===== src/rtl/fetch_stage.sv =====
`default_nettype none
// ============================================================================
// Module   : fetch_stage
// Brief    : Instruction-fetch front end. Owns the PC, drives the instruction
//            memory address and fills the IF/ID register under a valid/ready
//            handshake with redirects from execute.
//            Optional macro FETCH_MISALIGN_TRAP_EN: misaligned redirects raise
//            a sticky fault that halts fetch until reset.
// Revision : 1.0 - initial release
// ============================================================================
module fetch_stage #(
    parameter logic [31:0] RESET_PC = 32'h00000000
) (
    input  logic        clk,
    input  logic        rst,
    output logic [31:0] imem_addr,
    input  logic [31:0] imem_instr,
    input  logic        redirect_valid,
    input  logic [31:0] redirect_pc,
    input  logic        id_ready,
    output logic        id_valid,
    output logic [31:0] id_pc,
    output logic [31:0] id_instr,
    output logic [31:0] id_pc_plus4,
    output logic        misalign_fault
);

    localparam logic [31:0] c_pc_step = 32'd4;

    logic [31:0] r_pc;
    logic        r_id_valid;
    logic [31:0] r_id_pc;
    logic [31:0] r_id_instr;
    logic [31:0] r_id_pc_plus4;

    logic        w_slot_free;
    logic [31:0] w_pc_plus4;
    logic [31:0] w_redirect_target;
    logic        w_halt;

    assign w_slot_free       = !r_id_valid || id_ready;
    assign w_pc_plus4        = r_pc + c_pc_step;
    assign w_redirect_target = {redirect_pc[31:2], 2'b00};

`ifdef FETCH_MISALIGN_TRAP_EN
    logic r_fault;
    logic w_trap;

    // A misaligned redirect is diverted into the fault path instead of moving the PC.
    assign w_trap = redirect_valid && (redirect_pc[1:0] != 2'b00);
    assign w_halt = r_fault || w_trap;

    always_ff @(posedge clk or posedge rst) begin
        if (rst) begin
            r_fault <= 1'b0;
        end else if (w_trap) begin
            r_fault <= 1'b1;
        end
    end

    assign misalign_fault = r_fault;
`else
    logic w_unused_lowbits;

    assign w_unused_lowbits = ^redirect_pc[1:0];
    assign w_halt           = 1'b0;
    assign misalign_fault   = 1'b0;
`endif

    always_ff @(posedge clk or posedge rst) begin
        if (rst) begin
            r_pc          <= RESET_PC;
            r_id_valid    <= 1'b0;
            r_id_pc       <= 32'd0;
            r_id_instr    <= 32'd0;
            r_id_pc_plus4 <= 32'd0;
        end else if (w_halt) begin
            r_id_valid    <= 1'b0;
        end else if (redirect_valid) begin
            // Squashes both the held slot and the word currently on imem_instr.
            r_pc          <= w_redirect_target;
            r_id_valid    <= 1'b0;
        end else if (w_slot_free) begin
            r_id_pc       <= r_pc;
            r_id_instr    <= imem_instr;
            r_id_pc_plus4 <= w_pc_plus4;
            r_id_valid    <= 1'b1;
            r_pc          <= w_pc_plus4;
        end
    end

    assign imem_addr   = r_pc;
    assign id_valid    = r_id_valid;
    assign id_pc       = r_id_pc;
    assign id_instr    = r_id_instr;
    assign id_pc_plus4 = r_id_pc_plus4;

endmodule
`default_nettype wire


===== config.mk =====
export PLATFORM = sky130hd
export DESIGN_NAME = fetch_stage
export DESIGN_NICKNAME = d
export VERILOG_FILES = /design/src/rtl/fetch_stage.sv
export SDC_FILE = /design/constraint.sdc
export NUM_CORES = 1
export LEC_CHECK = 0
export BUFFER_PORTS_ARGS = -buffer_cell sky130_fd_sc_hd__buf_2
export CAP_MARGIN = 5
export CORE_UTILIZATION = 45
export CTS_CLUSTER_SIZE = 30
export DETAILED_ROUTE_END_ITERATION = 8
export GPL_ROUTABILITY_DRIVEN = 0
export MAX_ROUTING_LAYER = met4
export PLACE_DENSITY = 0.83
export SYNTH_ARGS = -nofsm -noshare
export SYNTH_HDL_FRONTEND = slang
export SYNTH_SLANG_ARGS = --single-unit

===== constraint.sdc =====
create_clock -name clk -period 4.85 [get_ports clk]
set_clock_uncertainty 0.15 [all_clocks]
set_input_delay 0.97 -clock clk [delete_from_list [all_inputs] [get_ports clk]]
set_output_delay 0.97 -clock clk [all_outputs]
set_load 0.01 [all_outputs]

### After elaboration in Yosys (flattened, before gate mapping)

Cells that the tools add are included.

| word-level totals | value |
|---|---|
| flip-flop bits (word level) | 129 |
| input port bits | 68 |
| output and inout bits | 130 |
| logic and storage cells | 15 |

| cells by class | value |
|---|---|
| add/subtract/negate cells | 1 |
| muxes and demuxes | 4 |
| bitwise gates (word level) | 1 |
| reduce and logical (&&, ||, !) cells | 4 |

Operator list:

| kind | count |
|---|---|
| 32-bit two-way mux | 2 |
| 32-bit by 3-bit adder with 32-bit output (second input constant) | 1 |
| 1-bit two-way mux | 2 |
| 2-bit AND reduction | 1 |
| 2-bit nonzero test | 1 |
| 1-bit logical NOT | 1 |
| 1-bit logical OR | 1 |
| 1-bit NOT | 1 |

### Longest topological paths before layout

| logic depth | value |
|---|---|
| word-level depth | 4 |
| mapped depth | 7 |
| mapped depth without buffers | 6 |

### Worst setup path after synthesis

No wires, ideal clock.

| path | value |
|---|---|
| kind | input to register |
| start | input port id_ready |
| end | register r_pc[30] (netlist: imem_addr[30]) |
| setup time | 83 ps |
| data arrival time | 2040 ps |
| data required time | 4617 ps |
| path slack | 2578 ps |
| stages | 7 |
| path buffers | 2 |
| path through | nor2b_1 -> clkbuf_1 -> nor3_1 -> buf_2 -> nand4_1 -> xor2_1 -> o21ai_0 |

| on the way | value |
|---|---|
| cells in the longest elaborated chain, start to end | 2 |

Ends and longest elaborated chain:

| what | line | text |
|---|---|---|
| start: declaration | 20 | `input logic id_ready,` |
| 1-bit logical OR | 41 | `assign w_slot_free = !r_id_valid \|\| id_ready;` |
| 2-bit nonzero test (no source line) | - |  |
| end signal: assignment | 81 | `r_pc <= w_redirect_target;` |
| end signal: assignment | 88 | `r_pc <= w_pc_plus4;` |
| end: declaration | 30 | `logic [31:0] r_pc;` |

No other way between the ends.
A chain may end at the register's enable or synchronous reset.

### Worst setup path in the final report

| path | value |
|---|---|
| start | input port id_ready |
| end | register r_id_pc_plus4[27] (netlist: id_pc_plus4[27]) |

| on the way | value |
|---|---|
| cells in the longest elaborated chain, start to end | 2 |

Ends and longest elaborated chain:

| what | line | text |
|---|---|---|
| 1-bit logical OR | 41 |  |
| 2-bit AND reduction (no source line) | - |  |
| end signal: assignment | 86 | `r_id_pc_plus4 <= w_pc_plus4;` |
| end: declaration | 34 | `logic [31:0] r_id_pc_plus4;` |

No other way between the ends.

==> flow_metrics.env <==
export IMPL_status="complete, no violations"
export IMPL_die_area_mm2=0.0131
export IMPL_detailroute_via_count=4837
export IMPL_route_detailed_wl_per_inst_um=14.5
export IMPL_global_route_total_overflow=0
export IMPL_proportion_of_layout_cells_with_a_drive_suffix_above_1_pct=29.3
export IMPL_floorplan_die_width_um=114
export IMPL_power_switching_uw=838
export IMPL_pre_cts_slack_ns=1.64
export IMPL_detail_route_iter0_violations=245
export IMPL_final_critical_path_share_of_the_clock_period_pct=57.1
export IMPL_synth_avg_cell_area_um2=8.92
export IMPL_area_delta_synth_final_pct=28.4
export IMPL_crit_path_top_delay_cell="sky130_fd_sc_hd__nand2_4"
export IMPL_final_hold_viol_count=0
export IMPL_ys_seq_elements=123
export IMPL_finalSetupViolCount=0
export IMPL_number_of_inserted_filler_cells_in_the_final_layout=1089
export IMPL_slowest_delay_ns=0.76
export IMPL_synthesis_instances=636
export IMPL_maxCapViolCount=0
export IMPL_layout_common_cells="sky130_fd_sc_hd__nand2_1, sky130_fd_sc_hd__buf_2, sky130_fd_sc_hd__dfrtp_1, sky130_fd_sc_hd__o21ai_0, sky130_fd_sc_hd__xor2_1"
export IMPL_share_clk_of_total_power_pct=43.2
export IMPL_path_class="input pin to flip-flop"
export IMPL_tritoncts_clock_tree="yes"
export IMPL_grt_usage_pct=23.4
export IMPL_power_report_internal_total_uw=2220
export IMPL_yosysUniqueCellTypes=35
export IMPL_synth_top_area_share_pct=54.2
export IMPL_clk_insertion_delay_late_ns=0.40
export IMPL_fp_coreArea_mm2=0.0122
export IMPL_via_per_inst=4.91
export IMPL_synthesis_yosys_warnings=0
export IMPL_top_level_ports=198
export IMPL_drtPass1Iterations=4
export IMPL_grt_start_max_net_pins=94
export IMPL_leakagePower_uw=0.00372
export IMPL_max_vdd_drop_mv=0.204
export IMPL_finalWirelength_um=14200
export IMPL_std_cell_rows=40
export IMPL_fmax_ghz=0.361
export IMPL_final_max_slew_viol_count=0
export IMPL_grt_first_pass_wirelength_um=22900
export IMPL_crit_path_cell_trace="buf_2 -> nand2b_1 -> nand2_4 -> buf_4 -> nand2_1 -> o21ai_0"
export IMPL_cts_reportedPaths_clkPinSlew_ns=0.05
export IMPL_layout_cells_most_common="sky130_fd_sc_hd__nand2_1"
export IMPL_pnr_total_power_uw=3060
export IMPL_max_slew_worst_pin_slew_ns=0.813
export IMPL_post_synth_top_area_cell="sky130_fd_sc_hd__dfrtp_1"
export IMPL_post_route_min_period_ns=2.77
export IMPL_htree_levels=4
export IMPL_least_setup_slack_across_all_paths_after_layout_ns=2.08
export IMPL_syn_cell_area_mm2=0.00568
export IMPL_io_buffer_count=188
export IMPL_route_antenna_remaining_nets=0
export IMPL_share_of_total_power_in_sequential_cells_pct=41.6
export IMPL_numCtsBuffers=17
export IMPL_grt_setup_unrepaired="no"
export IMPL_ctsResizeCount=0
export IMPL_worst_ep_required_time_ns=5.01
export IMPL_power_density_cell_area_mw_per_mm2=419
export IMPL_critical_path_max_fanout=70
export IMPL_switching_share_pct=27.4
export IMPL_clkSinkCount=123
export IMPL_first_global_vias=4546
export IMPL_crit_path_end_kind="flip-flop"
export IMPL_startpoint_type="input pin"
export IMPL_timing_hold_worst_class="flip-flop to flip-flop"
export IMPL_max_slew_margin_pct=45.8
export IMPL_die_y_um=114
export IMPL_count_of_hold_buffers_inserted_by_post_cts_repair=0
export IMPL_max_clock_path_buffers=2
export IMPL_post_dp_hpwl_um=9610
export IMPL_drc_errors=0
export IMPL_grt_antenna_before_repair=1
export IMPL_tns_ns=0
export IMPL_initial_cell_density_of_the_core_pct=46.7
export IMPL_finalNetCount=873
export IMPL_post_cts_setup_buffer_count=0
export IMPL_clock_tree_root_cell="sky130_fd_sc_hd__clkbuf_16"
export IMPL_power_combinational_fraction_pct=15.2
export IMPL_synth_seq_area_share_pct=54.2
export IMPL_worst_hold_slack_ns=0.316
export IMPL_main_area_contributors_after_synthesis="sky130_fd_sc_hd__dfrtp_1, sky130_fd_sc_hd__nand2_1, sky130_fd_sc_hd__xor2_1"
export IMPL_arrival_ns=2.93
[worst max-delay path, delay by kind of cell]
family	cells	cell delay, ns
AND/OR/NAND/NOR	3	1.35
buffers and inverters	2	0.50
AO/OA/AOI/OAI	1	0.08
[cell type report]
cell class	instances	area, µm²	share of cell area (%)
flip-flops and latches	123	3080	42.2
multi-input cells	463	2360	32.5
repair buffers	195	993	13.6
clock buffers	20	447	6.13
well taps	168	210	2.89
clock inverters	11	170	2.34
inverters	4	20.0	0.275
diodes	1	2.50	0.0343
[cells by family after synthesis]
| kind of cell | share of synthesized area, % |
|---|---|
| fa+ha+maj | 0.220 |
| xor+xnor | 8.49 |
| simple gates | 26.4 |
| flops | 54.2 |
| buf+inv | 4.76 |
| compound gates | 5.07 |
| other cells | 0.0661 |
| mux | 0.772 |
[path summary, 6_finish.rpt]
kind | from | depth (start not counted) | end | slack (ns)
max | id_ready | 6 | id_pc_plus4[27] | 2.08
min | id_instr[22] | 2 | id_instr[22] | 0.32
max reg2reg | imem_addr[2] | 6 | imem_addr[28] | 2.19
min reg2reg | id_instr[22] | 2 | id_instr[22] | 0.32
max in group asynchronous | rst | 3 | id_pc[19] | 3.04
min in group asynchronous | rst | 2 | id_instr[13] | 0.60
[cell usage after synthesis (all sizes together)]
master,instances
conb,1
mux2,3
and2,1
xnor2,19
buf,23
inv,4
dfrtp,123
mux2i,1
ha,1
nand2b,1
clkbuf,29
and3,6
nor3,8
nor2,11
o211ai,1
and4,2
o21ai,56
nor4,4
nand3,26
nand2,259
or3,1
nand4,19
xor2,36
nor2b,1
[power groups by stage]
stage,Clock (µW),Combinational (µW),Sequential (µW)
3_5_place_dp,0,471,1290
4_1_cts,1340,472,1270
3_3_place_gp,0,460,1280
2_1_floorplan,0,232,1310
6_report,1320,464,1270
5_1_grt,1390,525,1290
[state kept, by name (all words and copies together) (netlist names)]
| signal | flops |
|---|---|
| id_instr | 32 |
| id_pc | 30 |
| id_pc_plus4 | 30 |
| imem_addr | 30 |
| id_valid | 1 |
[per-layer routing]
| layer | share of wire (%) | GRT usage [%] |
|---|---|---|
| met1 | 45 | 29.5 |
| met2 | 46 | 36.9 |
| met3 | 7.4 | 5.56 |
| met4 | 1.8 | 8.74 |
| met5 | 0 | - |
[metrics by stage]
| stage | cell area [µm²] | std cells | utilization (%) |
|---|---|---|---|
| final | 7290 | 985 | 59.9 |
| after global routing | 7290 | 985 | 59.9 |
| after CTS | 7280 | 984 | 59.9 |
| after detailed placement | 6670 | 953 | 54.8 |
| after global placement | 6670 | 953 | 54.8 |
| after floorplan | 5700 | 642 | - |
No activity file was read; power rests on OpenSTA's default activity.
